$ cat src/rtl/lnvd_adc_pkg.sv
// Shared types and constants for the ADC responder stand-in.
// Covers channel/data widths, FSM states, pattern modes and LFSR parameters.
package lnvd_adc_pkg;

    localparam int ADC_CH_W   = 5;
    localparam int ADC_DATA_W = 12;

    typedef enum logic [1:0] {
        IDLE    = 2'd0,
        CONVERT = 2'd1,
        RESPOND = 2'd2
    } adc_state_e;

    localparam logic [1:0] PAT_RAMP     = 2'd0;
    localparam logic [1:0] PAT_TAG      = 2'd1;
    localparam logic [1:0] PAT_LFSR     = 2'd2;
    localparam logic [1:0] PAT_RAMP_ALT = 2'd3;

    // Fibonacci taps for x^12 + x^6 + x^4 + x + 1
    localparam logic [ADC_DATA_W-1:0] LFSR_SEED = 12'hACE;
    localparam logic [ADC_DATA_W-1:0] LFSR_TAPS = 12'h829;

    function automatic logic [ADC_DATA_W-1:0] lfsr_next(input logic [ADC_DATA_W-1:0] v);
        return {v[ADC_DATA_W-2:0], ^(v & LFSR_TAPS)};
    endfunction

endpackage

$ cat src/rtl/lnvd_adc_pattern_gen.sv
// Deterministic sample source: per-channel ramps, response sequence tag and LFSR.
// data is combinational for the current state; advance commits one response.
module lnvd_adc_pattern_gen
    import lnvd_adc_pkg::*;
#(
    parameter int                     NUM_CH    = 9,
    parameter logic [ADC_DATA_W-1:0]  RAMP_STEP = 12'd1
) (
    input  logic                    clk,
    input  logic                    reset_n,
    input  logic                    advance,
    input  logic [ADC_CH_W-1:0]     channel,
    input  logic [1:0]              mode,
    output logic [ADC_DATA_W-1:0]   data
);

    logic [ADC_DATA_W-1:0] ramp_r [NUM_CH];
    logic [7:0]            seq_r;
    logic [ADC_DATA_W-1:0] lfsr_r;
    logic [ADC_DATA_W-1:0] ramp_sel_s;
    logic                  in_range_s;
    logic                  is_ramp_s;

    // Channel range check and ramp selection without out-of-range indexing
    always_comb begin
        in_range_s = (channel < ADC_CH_W'(NUM_CH));
        is_ramp_s  = (mode == PAT_RAMP) || (mode == PAT_RAMP_ALT);
        ramp_sel_s = 12'h000;
        for (int i = 0; i < NUM_CH; i++) begin
            ramp_sel_s = ramp_sel_s | ((channel == ADC_CH_W'(i)) ? ramp_r[i] : 12'h000);
        end
    end

    // Sample value for the latched channel and mode
    always_comb begin
        data = 12'h000;
        if (!in_range_s) begin
            data = 12'h000;
        end else begin
            case (mode)
                PAT_TAG:      data = {channel[3:0], seq_r};
                PAT_LFSR:     data = lfsr_r;
                PAT_RAMP:     data = ramp_sel_s;
                PAT_RAMP_ALT: data = ramp_sel_s;
                default:      data = ramp_sel_s;
            endcase
        end
    end

    // Pattern state update on each issued response
    always_ff @(posedge clk or negedge reset_n) begin
        if (!reset_n) begin
            for (int i = 0; i < NUM_CH; i++) begin
                ramp_r[i] <= 12'h000;
            end
            seq_r  <= 8'd0;
            lfsr_r <= LFSR_SEED;
        end else if (advance) begin
            seq_r <= seq_r + 8'd1;
            if (mode == PAT_LFSR) begin
                lfsr_r <= lfsr_next(lfsr_r);
            end
            for (int i = 0; i < NUM_CH; i++) begin
                if (in_range_s && is_ramp_s && (channel == ADC_CH_W'(i))) begin
                    ramp_r[i] <= ramp_r[i] + RAMP_STEP;
                end
            end
        end
    end

endmodule

$ cat src/rtl/lnvd_adc_responder.sv
// Responder side of the ADC command/response interface: one command in,
// one response out after a fixed conversion time, with pattern data.
module lnvd_adc_responder
    import lnvd_adc_pkg::*;
#(
    parameter int                     CONV_CYCLES = 50,
    parameter int                     NUM_CH      = 9,
    parameter logic [ADC_DATA_W-1:0]  RAMP_STEP   = 12'd1
) (
    input  logic                    clk,
    input  logic                    reset_n,
    input  logic                    cmd_valid,
    output logic                    cmd_ready,
    input  logic [ADC_CH_W-1:0]     cmd_channel,
    input  logic                    cmd_sop,
    input  logic                    cmd_eop,
    input  logic [1:0]              pattern_sel,
    output logic                    rsp_valid,
    output logic [ADC_CH_W-1:0]     rsp_channel,
    output logic [ADC_DATA_W-1:0]   rsp_data,
    output logic                    rsp_sop,
    output logic                    rsp_eop,
    output logic                    busy
);

    localparam int               CNT_W    = 10;
    localparam logic [CNT_W-1:0] CNT_LOAD = CNT_W'(CONV_CYCLES - 2);

    adc_state_e            state_r;
    logic [CNT_W-1:0]      cnt_r;
    logic [ADC_CH_W-1:0]   ch_r;
    logic [1:0]            mode_r;
    logic                  sop_r;
    logic                  eop_r;
    logic                  cmd_ready_r;
    logic                  rsp_valid_r;
    logic [ADC_CH_W-1:0]   rsp_channel_r;
    logic [ADC_DATA_W-1:0] rsp_data_r;
    logic                  rsp_sop_r;
    logic                  rsp_eop_r;
    logic                  busy_r;
    logic                  accept_s;
    logic                  advance_s;
    logic [ADC_DATA_W-1:0] pat_data_s;

    assign accept_s  = cmd_valid & cmd_ready_r;
    assign advance_s = (state_r == CONVERT) && (cnt_r == '0);

    lnvd_adc_pattern_gen #(
        .NUM_CH    (NUM_CH),
        .RAMP_STEP (RAMP_STEP)
    ) u_pattern_gen (
        .clk     (clk),
        .reset_n (reset_n),
        .advance (advance_s),
        .channel (ch_r),
        .mode    (mode_r),
        .data    (pat_data_s)
    );

    // Command/convert/respond sequencing with registered handshake and response
    always_ff @(posedge clk or negedge reset_n) begin
        if (!reset_n) begin
            state_r       <= IDLE;
            cnt_r         <= '0;
            ch_r          <= 5'd0;
            mode_r        <= PAT_RAMP;
            sop_r         <= 1'b0;
            eop_r         <= 1'b0;
            cmd_ready_r   <= 1'b1;
            rsp_valid_r   <= 1'b0;
            rsp_channel_r <= 5'd0;
            rsp_data_r    <= 12'h000;
            rsp_sop_r     <= 1'b0;
            rsp_eop_r     <= 1'b0;
            busy_r        <= 1'b0;
        end else begin
            rsp_valid_r <= 1'b0;
            case (state_r)
                IDLE, RESPOND: begin
                    if (accept_s) begin
                        ch_r        <= cmd_channel;
                        mode_r      <= pattern_sel;
                        sop_r       <= cmd_sop;
                        eop_r       <= cmd_eop;
                        cnt_r       <= CNT_LOAD;
                        state_r     <= CONVERT;
                        cmd_ready_r <= 1'b0;
                        busy_r      <= 1'b1;
                    end else begin
                        state_r     <= IDLE;
                        cmd_ready_r <= 1'b1;
                        busy_r      <= 1'b0;
                    end
                end
                CONVERT: begin
                    if (cnt_r == '0) begin
                        state_r       <= RESPOND;
                        rsp_valid_r   <= 1'b1;
                        rsp_channel_r <= ch_r;
                        rsp_data_r    <= pat_data_s;
                        rsp_sop_r     <= sop_r;
                        rsp_eop_r     <= eop_r;
                        cmd_ready_r   <= 1'b1;
                        busy_r        <= 1'b0;
                    end else begin
                        cnt_r <= cnt_r - 1'b1;
                    end
                end
                default: begin
                    state_r     <= IDLE;
                    cmd_ready_r <= 1'b1;
                    busy_r      <= 1'b0;
                end
            endcase
        end
    end

    assign cmd_ready   = cmd_ready_r;
    assign rsp_valid   = rsp_valid_r;
    assign rsp_channel = rsp_channel_r;
    assign rsp_data    = rsp_data_r;
    assign rsp_sop     = rsp_sop_r;
    assign rsp_eop     = rsp_eop_r;
    assign busy        = busy_r;

endmodule

$ cat config.mk
export PLATFORM = sky130hd
export DESIGN_NAME = lnvd_adc_responder
export DESIGN_NICKNAME = d
export VERILOG_FILES = /design/src/rtl/lnvd_adc_pkg.sv /design/src/rtl/lnvd_adc_pattern_gen.sv /design/src/rtl/lnvd_adc_responder.sv
export SDC_FILE = /design/constraint.sdc
export NUM_CORES = 1
export LEC_CHECK = 0
export BUFFER_PORTS_ARGS = -buffer_cell sky130_fd_sc_hd__buf_2
export CAP_MARGIN = 10
export CORE_MARGIN = 4
export CORE_UTILIZATION = 40
export CTS_CLUSTER_DIAMETER = 80
export DETAILED_ROUTE_END_ITERATION = 10
export SETUP_SLACK_MARGIN = 0.15
export SLEW_MARGIN = 5
export SYNTH_ARGS = -nofsm -noshare
export SYNTH_HDL_FRONTEND = slang
export SYNTH_SLANG_ARGS = --single-unit
$ cat constraint.sdc
create_clock -name clk -period 3.8 [get_ports clk]
set_clock_uncertainty 0.2 [all_clocks]
set_input_delay 0.38 -clock clk [delete_from_list [all_inputs] [get_ports clk]]
set_output_delay 0.38 -clock clk [all_outputs]
set_load 0.005 [all_outputs]
==> results of run 1 <==
[worst max-delay path by stage]
stage	to	slack (ns)	cells past startpoint
3_3_place_gp	u_pattern_gen.ramp_r[97]	0.56	8
4_1_cts	u_pattern_gen.ramp_r[97]	0.50	8
5_1_grt	rsp_data[5]	0.29	8
3_5_place_dp	u_pattern_gen.ramp_r[97]	0.52	8
6_report	u_pattern_gen.ramp_r[97]	0.49	8
2_1_floorplan	u_pattern_gen.ramp_r[97]	0.90	8
[metrics by stage]
step	hold WS [ns]	util, %	power (mW)	setup slack (ns)
6_report	0.265	46.6	3.71	0.486
5_1_grt	0.289	46.6	3.83	0.290
4_1_cts	0.266	46.6	3.74	0.501
3_5_place_dp	0.253	43.1	1.89	0.523
3_3_place_gp	0.255	43.1	1.89	0.563
2_1_floorplan	-0.116	-	1.84	0.902
[repair_timing]
action	in CTS	in global routing
endpoints found under the hold margin	90	0
hold buffers	10	0
endpoints found under the setup margin	0	0
[cell type report]
cell class	instances	area share [%]
Inverter	19	0.742
Clock buffer	20	4.56
Timing Repair Buffer	62	4.36
Sequential cell	170	43.6
Tap cell	275	3.52
Multi-Input combinational cell	606	41.5
Clock inverter	11	1.75
[cell usage after synthesis (3+ instances only)]
| cell type | number |
|---|---|
| sky130_fd_sc_hd__o21ai_0 | 18 |
| sky130_fd_sc_hd__nor2b_1 | 8 |
| sky130_fd_sc_hd__a22oi_1 | 15 |
| sky130_fd_sc_hd__nand3_1 | 51 |
| sky130_fd_sc_hd__a211oi_1 | 7 |
| sky130_fd_sc_hd__a2111oi_0 | 6 |
| sky130_fd_sc_hd__a21oi_1 | 16 |
| sky130_fd_sc_hd__xnor2_1 | 63 |
| sky130_fd_sc_hd__nand4_1 | 25 |
| sky130_fd_sc_hd__a31oi_1 | 3 |
| sky130_fd_sc_hd__nand2b_1 | 4 |
| sky130_fd_sc_hd__a32o_1 | 5 |
| sky130_fd_sc_hd__clkbuf_1 | 28 |
| sky130_fd_sc_hd__and4_1 | 7 |
| sky130_fd_sc_hd__nor2_1 | 53 |
| sky130_fd_sc_hd__inv_1 | 18 |
| sky130_fd_sc_hd__o31ai_1 | 6 |
| sky130_fd_sc_hd__ha_1 | 13 |
| sky130_fd_sc_hd__nor4_1 | 15 |
| sky130_fd_sc_hd__dfstp_2 | 8 |
| sky130_fd_sc_hd__or2_2 | 4 |
| sky130_fd_sc_hd__nor3_1 | 27 |
| sky130_fd_sc_hd__a221oi_1 | 12 |
| sky130_fd_sc_hd__mux2_2 | 24 |
| sky130_fd_sc_hd__buf_2 | 5 |
| sky130_fd_sc_hd__and2_1 | 6 |
| sky130_fd_sc_hd__dfrtp_1 | 162 |
| sky130_fd_sc_hd__mux2i_1 | 5 |
| sky130_fd_sc_hd__nand2_1 | 98 |
| sky130_fd_sc_hd__xor2_1 | 51 |
| sky130_fd_sc_hd__and3_1 | 26 |
| sky130_fd_sc_hd__a22o_1 | 6 |
[layer usage]
layer / up-vias / track usage, % / wire, µm
met5: - / 0 / 0
met4: 0 / 5.93 / 508
met3: 34 / 4.20 / 1540
met2: 241 / 29.7 / 10400
met1: 3221 / 27.9 / 10200
li1: 3054 / - / -
[power groups by stage]
stage / combinational (mW) / sequential (mW) / clock (mW)
6_report: 0.0522 / 1.81 / 1.84
5_1_grt: 0.0619 / 1.81 / 1.96
4_1_cts: 0.0558 / 1.81 / 1.88
3_5_place_dp: 0.0477 / 1.84 / 0
3_3_place_gp: 0.0473 / 1.84 / 0
2_1_floorplan: 0.000424 / 1.84 / 0
[cell families after synthesis]
| logic type | after synthesis | synth area share [%] |
|---|---|---|
| flops | 170 | 49.9 |
| xor+xnor | 114 | 11.7 |
| compound gates | 102 | 8.46 |
| simple gates | 346 | 21.1 |
| fa+ha+maj | 13 | 1.90 |
| mux | 31 | 4.27 |
| buf+inv | 56 | 2.72 |
[flip-flops by register name, indices dropped and copies added, names as in the netlist]
register,count
cnt_r,10
rsp_data,12
cmd_ready,1
u_pattern_gen.ramp_r,108
sop_r,1
state_r,1
rsp_valid,1
u_pattern_gen.lfsr_r,12
mode_r,2
rsp_sop,1
u_pattern_gen.seq_r,8
busy,1
ch_r,5
rsp_eop,1
rsp_channel,5
eop_r,1
==> impl_metrics.yaml, run 1 <==
status:
  outcome: "finished, final reports clean"
yosys:
  synth_enable_flop_cells: 0
  synthesis.instances: 832
  yosysWarnings: 0
  synth.cell_area_um2: 8550
  synth-seq-cells: 170
  synth-async-reset-ratio_pct: 100
  netlist.area_leader.share_pct: 47.4
  synth_ff_type: "sky130_fd_sc_hd__dfrtp_1"
  synth-seq-area-share_pct: 49.9
  yosysUniqueCellTypes: 58
  synth_top_area_cell: "sky130_fd_sc_hd__dfrtp_1"
  synth_area_leaders: "sky130_fd_sc_hd__dfrtp_1, sky130_fd_sc_hd__xnor2_1, sky130_fd_sc_hd__xor2_1"
  synthesis.area_per_instance_um2: 10.3
  syn_nets: 857
critical_path:
  path_buf_inv: 2
  worst_path_max_fanout: 21
  worst_path_max_delay_cell: "sky130_fd_sc_hd__or4b_2"
  critical_path.top_delay_family: "simple AND/OR/NAND/NOR gates"
  rr_worst_depth: 8
  crit_path_max_incr_delay_ns: 0.66
  startpoint: "cnt_r[0]"
  path_cells: "inv_1, ha_1, or4b_2, or4_4, clkinv_2, nand3_2, nor3_1, mux2_2"
  endpoint_kind: "flop"
  crit-reg2reg-capture: "u_pattern_gen.ramp_r[97]"
  timing.rr.start: "cnt_r[0]"
  critPathKind: "reg -> reg"
  critPathLaunchType: "flop"
  cp_data_arrival_time_ns: 3.43
  cp.required_ns: 3.91
  reg2reg_slack_ns: 0.49
place:
  dp.final_hpwl_mm: 16.2
  gp_routability_congestion: 0.956
  placement.cell_area_um2: 9070
  placed_cells: 1122
  numPortBuffers: 33
sta:
  report.final.setup_viol: 0
  tns_ns: 0
  slew_headroom_pct: 42.4
  clock.fmax_ghz: 0.302
  max_slew.worst_pin.slew_ns: 0.864
  report.final.hold_viol_count: 0
  fin_crit_ns: 3.31
  slew_viol_final: 0
  grt_setup_unrepaired: "no"
  final_min_period_over_clock_period_pct: 87.2
global_route:
  grt_pass1_wl_mm: 36.4
  groute.usage.overall_pct: 19.5
  antenna_found_initial: 0
  grt_start_max_net_pins: 91
  first_global_vias: 6367
  global_route.overflow_total: 0
power:
  power_switching_share_pct: 20.7
  power.clock.fraction_pct: 49.8
  max-vdd-ir-drop_mv: 0.265
  share_comb_of_total_power_pct: 1.4
  switching_power_mw: 0.766
  p_int_mw: 2.94
  pwr-share-seq_pct: 48.8
  static-leakage-power_nw: 4.55
  power-per-cell-area_nw_per_um2: 379
clock_network:
  cts_max_path_buffers: 2
  ctsHtreeMaxLevel: 4
  cts-resized-gates: 0
  clockRootBuffer: "sky130_fd_sc_hd__clkbuf_16"
  clock_tree_from_tritoncts: "done"
  clkLatencyLatePin_ns: 0.43
  cts_post_setup_buffers_inserted: 0
  numCtsBuffers: 17
  clock_sink_count: 170
  worst_setup_hold_path_clk_slew_ns: 0.07
final_layout:
  non_filler_cells_in_the_finished_layout: 1163
  antenna_cells: 0
  finalNetCount: 901
  drive_above_1_share_pct: 14.9
  layout-area-overhead-vs-synth_pct: 14.4
  multiInputGateArea_um2: 4060
  layout.cells.most_common_list: "sky130_fd_sc_hd__dfrtp_1, sky130_fd_sc_hd__nand2_1, sky130_fd_sc_hd__xnor2_1, sky130_fd_sc_hd__nor2_1"
  most_common_cell_after_layout_fill_and_taps_aside: "sky130_fd_sc_hd__dfrtp_1"
  layout.cell_area.non_filler_um2: 9790
  seq_cell_area_um2: 4260
  fillers: 1949
floorplanning:
  die_h_um: 154
  placeableCoreArea_um2: 21000
  design.portCount: 34
  die_x_um: 154
  design.die.area_um2: 23800
  floorplan.initialDensity_pct: 40.7
  placement_rows: 53
detailed_routing:
  route.detailed.drc: 0
  drtIter0Drc: 589
  drt-pass1-iter-count: 6
  ant_nets: 0
  dr_total_vias: 6550
  average_wire_per_standard_cell_um: 19.5
  viasPerCell: 5.63
  finalWirelength_mm: 22.6
min_path:
  worst_hold_path.num_cells: 1
  min_to: "u_pattern_gen.ramp_r[59]"
  min_from: "u_pattern_gen.ramp_r[59]"
  hold_path_class: "reg -> reg"
run:
  max_cap_viol_count: 0
Note: power is estimated with default switching activity, not from simulation.
==> run 2, diff against run 1 <==
--- a/config.mk
+++ b/config.mk
@@ -7,10 +7,14 @@
 export LEC_CHECK = 0
 export BUFFER_PORTS_ARGS = -buffer_cell sky130_fd_sc_hd__buf_2
 export CAP_MARGIN = 10
+export CELL_PAD_IN_SITES_DETAIL_PLACEMENT = 0
+export CELL_PAD_IN_SITES_GLOBAL_PLACEMENT = 2
 export CORE_MARGIN = 4
 export CORE_UTILIZATION = 40
 export CTS_CLUSTER_DIAMETER = 80
 export DETAILED_ROUTE_END_ITERATION = 10
+export GPL_ROUTABILITY_DRIVEN = 0
+export PLACE_DENSITY_LB_ADDON = 0.1
 export SETUP_SLACK_MARGIN = 0.15
 export SLEW_MARGIN = 5
 export SYNTH_ARGS = -nofsm -noshare
==> impl_metrics.yaml, run 2 (same netlist as run 1, synthesis figures left out) <==
sta:
  report.final.hold_viol_count: 0
  tns_ns: 0
  slew_viol_final: 0
  fin_crit_ns: 3.30
  clock.fmax_ghz: 0.303
  max_slew.worst_pin.slew_ns: 1.15
  final_min_period_over_clock_period_pct: 86.8
  grt_setup_unrepaired: "no"
  slew_headroom_pct: 22.4
  report.final.setup_viol: 0
  finalHoldWorstSlack_ns: 0.200
detailed_routing:
  detailroute.wirelength.met2_mm: 11.7
  m1WireLength_mm: 11.1
  drt-pass1-iter-count: 5
  finalWirelength_mm: 24.5
  route.detailed.drc: 0
  met3RoutedLength_mm: 1.24
  viasPerCell: 5.70
  drtIter0Drc: 522
  dr_total_vias: 6631
  average_wire_per_standard_cell_um: 21.1
  ant_nets: 0
  highest-signal-layer: "met4"
floorplanning:
  die_h_um: 154
  placeableCoreArea_um2: 21000
  design.portCount: 34
  floorplan.initialDensity_pct: 40.7
  design.die.area_um2: 23800
  die_x_um: 154
  placement_rows: 53
status:
  outcome: "finished, final reports clean"
clock_network:
  clkLatencyLatePin_ns: 0.44
  clock_tree_from_tritoncts: "done"
  cts-resized-gates: 0
  clockRootBuffer: "sky130_fd_sc_hd__clkbuf_16"
  worst_setup_hold_path_clk_slew_ns: 0.07
  cts_max_path_buffers: 2
  numCtsBuffers: 17
  post_cts_hold_buffer_count: 10
  cts_post_setup_buffers_inserted: 0
  ctsHtreeMaxLevel: 4
  clock_sink_count: 170
critical_path:
  critPathLaunchType: "flop"
  cp_data_arrival_time_ns: 3.44
  cp.required_ns: 3.95
  endpoint_kind: "flop"
  worst_path_max_fanout: 37
  critPathKind: "reg -> reg"
global_route:
  grt_start_max_net_pins: 94
  first_global_vias: 6767
  global_route.overflow_total: 0
  groute.usage.overall_pct: 21.3
  grt_pass1_wl_mm: 39.6
  antenna_found_initial: 0
power:
  total_power_mw: 3.67
  static-leakage-power_nw: 4.53
  max-vdd-ir-drop_mv: 0.261
  power-per-cell-area_nw_per_um2: 375
place:
  numPortBuffers: 33
  placement.cell_area_um2: 9050
  dp.final_hpwl_mm: 17.8
final_layout:
  drive_above_1_share_pct: 14.6
  layout.cell_area.non_filler_um2: 9760
  antenna_cells: 0
  layout.cells.most_common_list: "sky130_fd_sc_hd__dfrtp_1, sky130_fd_sc_hd__nand2_1, sky130_fd_sc_hd__xnor2_1, sky130_fd_sc_hd__nor2_1"
  finalNetCount: 900
  most_common_cell_after_layout_fill_and_taps_aside: "sky130_fd_sc_hd__dfrtp_1"
  largest_register_ff_count: 108
  layout-area-overhead-vs-synth_pct: 14.2
  postLayoutCoreUtil_pct: 46.4
  largest_register: "u_pattern_gen.ramp_r"
run:
  max_cap_viol_count: 0
min_path:
  hold_path_class: "in -> reg"
[run 2: worst max-delay path: stages (launching register included)]
cell	delay (ns)
sky130_fd_sc_hd__dfrtp_1	0.40
sky130_fd_sc_hd__inv_1	0.09
sky130_fd_sc_hd__ha_1	0.20
sky130_fd_sc_hd__or4b_2	0.66
sky130_fd_sc_hd__or4_4	0.45
sky130_fd_sc_hd__buf_4	0.29
sky130_fd_sc_hd__a2111oi_0	0.61
sky130_fd_sc_hd__a21oi_1	0.10
sky130_fd_sc_hd__a41oi_1	0.19
[run 2: routing by layer]
| metal | track usage, % | vias up |
|---|---|---|
| met3 | 4.14 | 33 |
| met4 | 5.30 | 0 |
| li1 | - | 3054 |
| met5 | 0 | - |
| met2 | 33.9 | 179 |
| met1 | 30.1 | 3365 |
[run 2: worst paths after layout]
| kind | from | to | slack [ns] | depth (start not counted) |
|---|---|---|---|---|
| max | cnt_r[0] | rsp_data[5] | 0.50 | 8 |
| min | cmd_valid | cnt_r[6] | 0.20 | 4 |
| min reg2reg | u_pattern_gen.seq_r[7] | u_pattern_gen.seq_r[7] | 0.27 | 1 |
| min in group asynchronous | reset_n | u_pattern_gen.ramp_r[76] | 0.41 | 2 |
| max reg2reg | cnt_r[0] | rsp_data[5] | 0.50 | 8 |
| max in group asynchronous | reset_n | cmd_ready | 1.97 | 3 |
[run 2: final cells by class]
class	instances	area (µm²)
timing repair buffer	61	423
fill	1974	11300
sequential	170	4260
inverter	19	72.6
clock inverter	10	144
clock buffer	22	454
multi-input combinational	606	4060
tap	275	344
[run 2: power breakdown]
group | internal (mW) | switching, mW | total, mW
clock network | 1.06 | 0.747 | 1.80
registers | 1.81 | 0 | 1.81
logic | 0.0142 | 0.0390 | 0.0532
[run 2: stage by stage]
step | worst slack, ns | instances
5_1_grt | 0.252 | 1163
3_3_place_gp | 0.513 | 1120
6_report | 0.501 | 1163
2_1_floorplan | 0.902 | 832
4_1_cts | 0.444 | 1162
3_5_place_dp | 0.481 | 1120
==> run 3, diff against run 2 <==
--- a/config.mk
+++ b/config.mk
@@ -9,8 +9,9 @@
 export CAP_MARGIN = 10
 export CELL_PAD_IN_SITES_DETAIL_PLACEMENT = 0
 export CELL_PAD_IN_SITES_GLOBAL_PLACEMENT = 2
+export CORE_ASPECT_RATIO = 0.75
 export CORE_MARGIN = 4
-export CORE_UTILIZATION = 40
+export CORE_UTILIZATION = 37
 export CTS_CLUSTER_DIAMETER = 80
 export DETAILED_ROUTE_END_ITERATION = 10
 export GPL_ROUTABILITY_DRIVEN = 0
==> constraint.sdc (replaced) <==
create_clock -name clk -period 3 [get_ports clk]
set_clock_uncertainty 0.2 [all_clocks]
set_input_delay 0.3 -clock clk [delete_from_list [all_inputs] [get_ports clk]]
set_output_delay 0.3 -clock clk [all_outputs]
set_load 0.005 [all_outputs]
==> impl_metrics.yaml, run 3 (same netlist as run 1, synthesis figures left out) <==
status:
  outcome: "finished, final reports clean"
final_layout:
  non_filler_cells_in_the_finished_layout: 1218
  most_common_cell_after_layout_fill_and_taps_aside: "sky130_fd_sc_hd__dfrtp_1"
  seq_cell_area_um2: 4260
  antenna_cells: 0
  multiInputGateArea_um2: 4110
  drive_above_1_share_pct: 19.0
  largest_register: "u_pattern_gen.ramp_r"
  finalNetCount: 936
  postLayoutCoreUtil_pct: 45.4
  layout-area-overhead-vs-synth_pct: 18.8
  largest_register_ff_count: 108
  fillers: 2129
  layout.cells.most_common_list: "sky130_fd_sc_hd__dfrtp_1, sky130_fd_sc_hd__nand2_1, sky130_fd_sc_hd__xnor2_1, sky130_fd_sc_hd__nor2_1"
critical_path:
  crit_path_max_incr_delay_ns: 0.46
  worst_path_max_fanout: 8
  worst_setup_path_endpoint: "u_pattern_gen.ramp_r[44]"
  endpoint_kind: "flop"
  path_buf_inv: 3
  critPathLaunchType: "flop"
  timing.rr.start: "cnt_r[0]"
  worst_path_max_delay_cell: "sky130_fd_sc_hd__or4b_4"
  critPathKind: "reg -> reg"
  cp.required_ns: 3.12
  critical_path.top_delay_family: "simple AND/OR/NAND/NOR gates"
  startpoint: "cnt_r[0]"
  rr_worst_depth: 9
  cp_data_arrival_time_ns: 2.88
  crit-reg2reg-capture: "u_pattern_gen.ramp_r[44]"
  critical_path_cell_count: 9
  reg2reg_slack_ns: 0.25
  path_cells: "inv_2, ha_1, or4b_4, or4_4, buf_12, buf_8, nor4_4, nand3_1, xnor2_1"
floorplanning:
  placement_rows: 47
  design.portCount: 34
  placeableCoreArea_um2: 22400
  die_x_um: 184
  die_h_um: 140
  design.die.area_um2: 25600
  floorplan.initialDensity_pct: 38.2
sta:
  max_slew.worst_pin.slew_ns: 0.632
  slew_viol_final: 0
  grt_setup_unrepaired: "no"
  clock.fmax_ghz: 0.363
  fin_crit_ns: 2.75
  report.final.setup_viol: 0
  tns_ns: 0
  report.final.hold_viol_count: 0
  final_min_period_over_clock_period_pct: 91.8
  slew_headroom_pct: 57.6
power:
  static-leakage-power_nw: 4.74
  max-vdd-ir-drop_mv: 0.399
  total_power_mw: 4.59
  power-per-cell-area_nw_per_um2: 452
detailed_routing:
  ant_nets: 0
  finalWirelength_mm: 25.8
  dr_total_vias: 6662
  drtIter0Drc: 446
  route.detailed.drc: 0
  average_wire_per_standard_cell_um: 21.2
  viasPerCell: 5.47
  drt-pass1-iter-count: 5
clock_network:
  ctsHtreeMaxLevel: 4
  clockRootBuffer: "sky130_fd_sc_hd__clkbuf_16"
  worst_setup_hold_path_clk_slew_ns: 0.07
  numCtsBuffers: 17
  clkLatencyLatePin_ns: 0.44
  clock_tree_from_tritoncts: "done"
  clock_sink_count: 170
  cts_max_path_buffers: 2
min_path:
  worst_hold_path.num_cells: 4
  hold_path_class: "in -> reg"
place:
  dp.final_hpwl_mm: 18.6
  placed_cells: 1165
  numPortBuffers: 33
global_route:
  grt_start_max_net_pins: 63
  first_global_vias: 6617
  grt_pass1_wl_mm: 40.1
  groute.usage.overall_pct: 20.5
  antenna_found_initial: 0
  global_route.overflow_total: 0
run:
  max_cap_viol_count: 0
## run 3: cell types whose count changed in the layout (fill, tap and decap cells not counted), sizes merged
cell	previous run	this run
bufbuf	0	1
buf	51	86
bufinv	3	2
clkinvlp	3	4
## run 3: cell type report
cell class | instances | area share, %
clock inverter | 10 | 1.16
timing repair buffer | 97 | 7.45
inverter | 19 | 0.825
sequential | 170 | 42.0
multi-input combinational | 606 | 40.4
clock buffer | 22 | 4.57
tap | 294 | 3.62
## run 3: report_power, final
group          total, mW  switching (mW)  internal, mW  leakage (nW)
combinational     0.0703          0.0513        0.0189          2.19
sequential          2.29               0          2.29          2.29
clock               2.23           0.956          1.27         0.273
## run 3: metal layers
layer | part of all wire, % | track usage, % | vias up | wire length [µm]
li1 | - | - | 3129 | -
met4 | 1.7 | 6.00 | 0 | 426
met5 | 0 | 0 | - | 0
met3 | 4.9 | 4.02 | 25 | 1260
met2 | 42 | 28.0 | 159 | 10800
met1 | 52 | 32.4 | 3349 | 13300
## run 3: worst min-delay path by stage
stage / start / end / slack, ns
2_1_floorplan: reset_n / busy / -0.20
3_3_place_gp: reset_n / cnt_r[6] / 0.05
3_5_place_dp: reset_n / cnt_r[7] / 0.06
4_1_cts: cmd_valid / cnt_r[8] / 0.09
5_1_grt: cmd_valid / cnt_r[8] / 0.13
6_report: cmd_valid / cnt_r[9] / 0.11
## run 3: repair_timing
action	in CTS	in global routing
endpoints found under the hold margin	50	0
setup endpoints to repair	38	36
buffers inserted	8	1
gates cloned	1	0
hold buffers	10	0
gates resized for setup	8	7
pin swaps	3	3
## run 3: worst register-to-register path, stage by stage (launching register included)
cell,delay (ns)
sky130_fd_sc_hd__dfrtp_1,0.39
sky130_fd_sc_hd__inv_2,0.06
sky130_fd_sc_hd__ha_1,0.15
sky130_fd_sc_hd__or4b_4,0.46
sky130_fd_sc_hd__or4_4,0.46
sky130_fd_sc_hd__buf_12,0.18
sky130_fd_sc_hd__buf_8,0.15
sky130_fd_sc_hd__nor4_4,0.31
sky130_fd_sc_hd__nand3_1,0.14
sky130_fd_sc_hd__xnor2_1,0.14
## run 3: through the flow
step                      hold WS, ns  setup slack [ns]  area, µm²
final                           0.109             0.247      10200
after global routing            0.133             0.151      10200
after CTS                      0.0906             0.157      10100
after detailed placement       0.0567            0.0512       9300
after global placement         0.0512            0.0322       9300
after floorplan                -0.196             0.183       8560
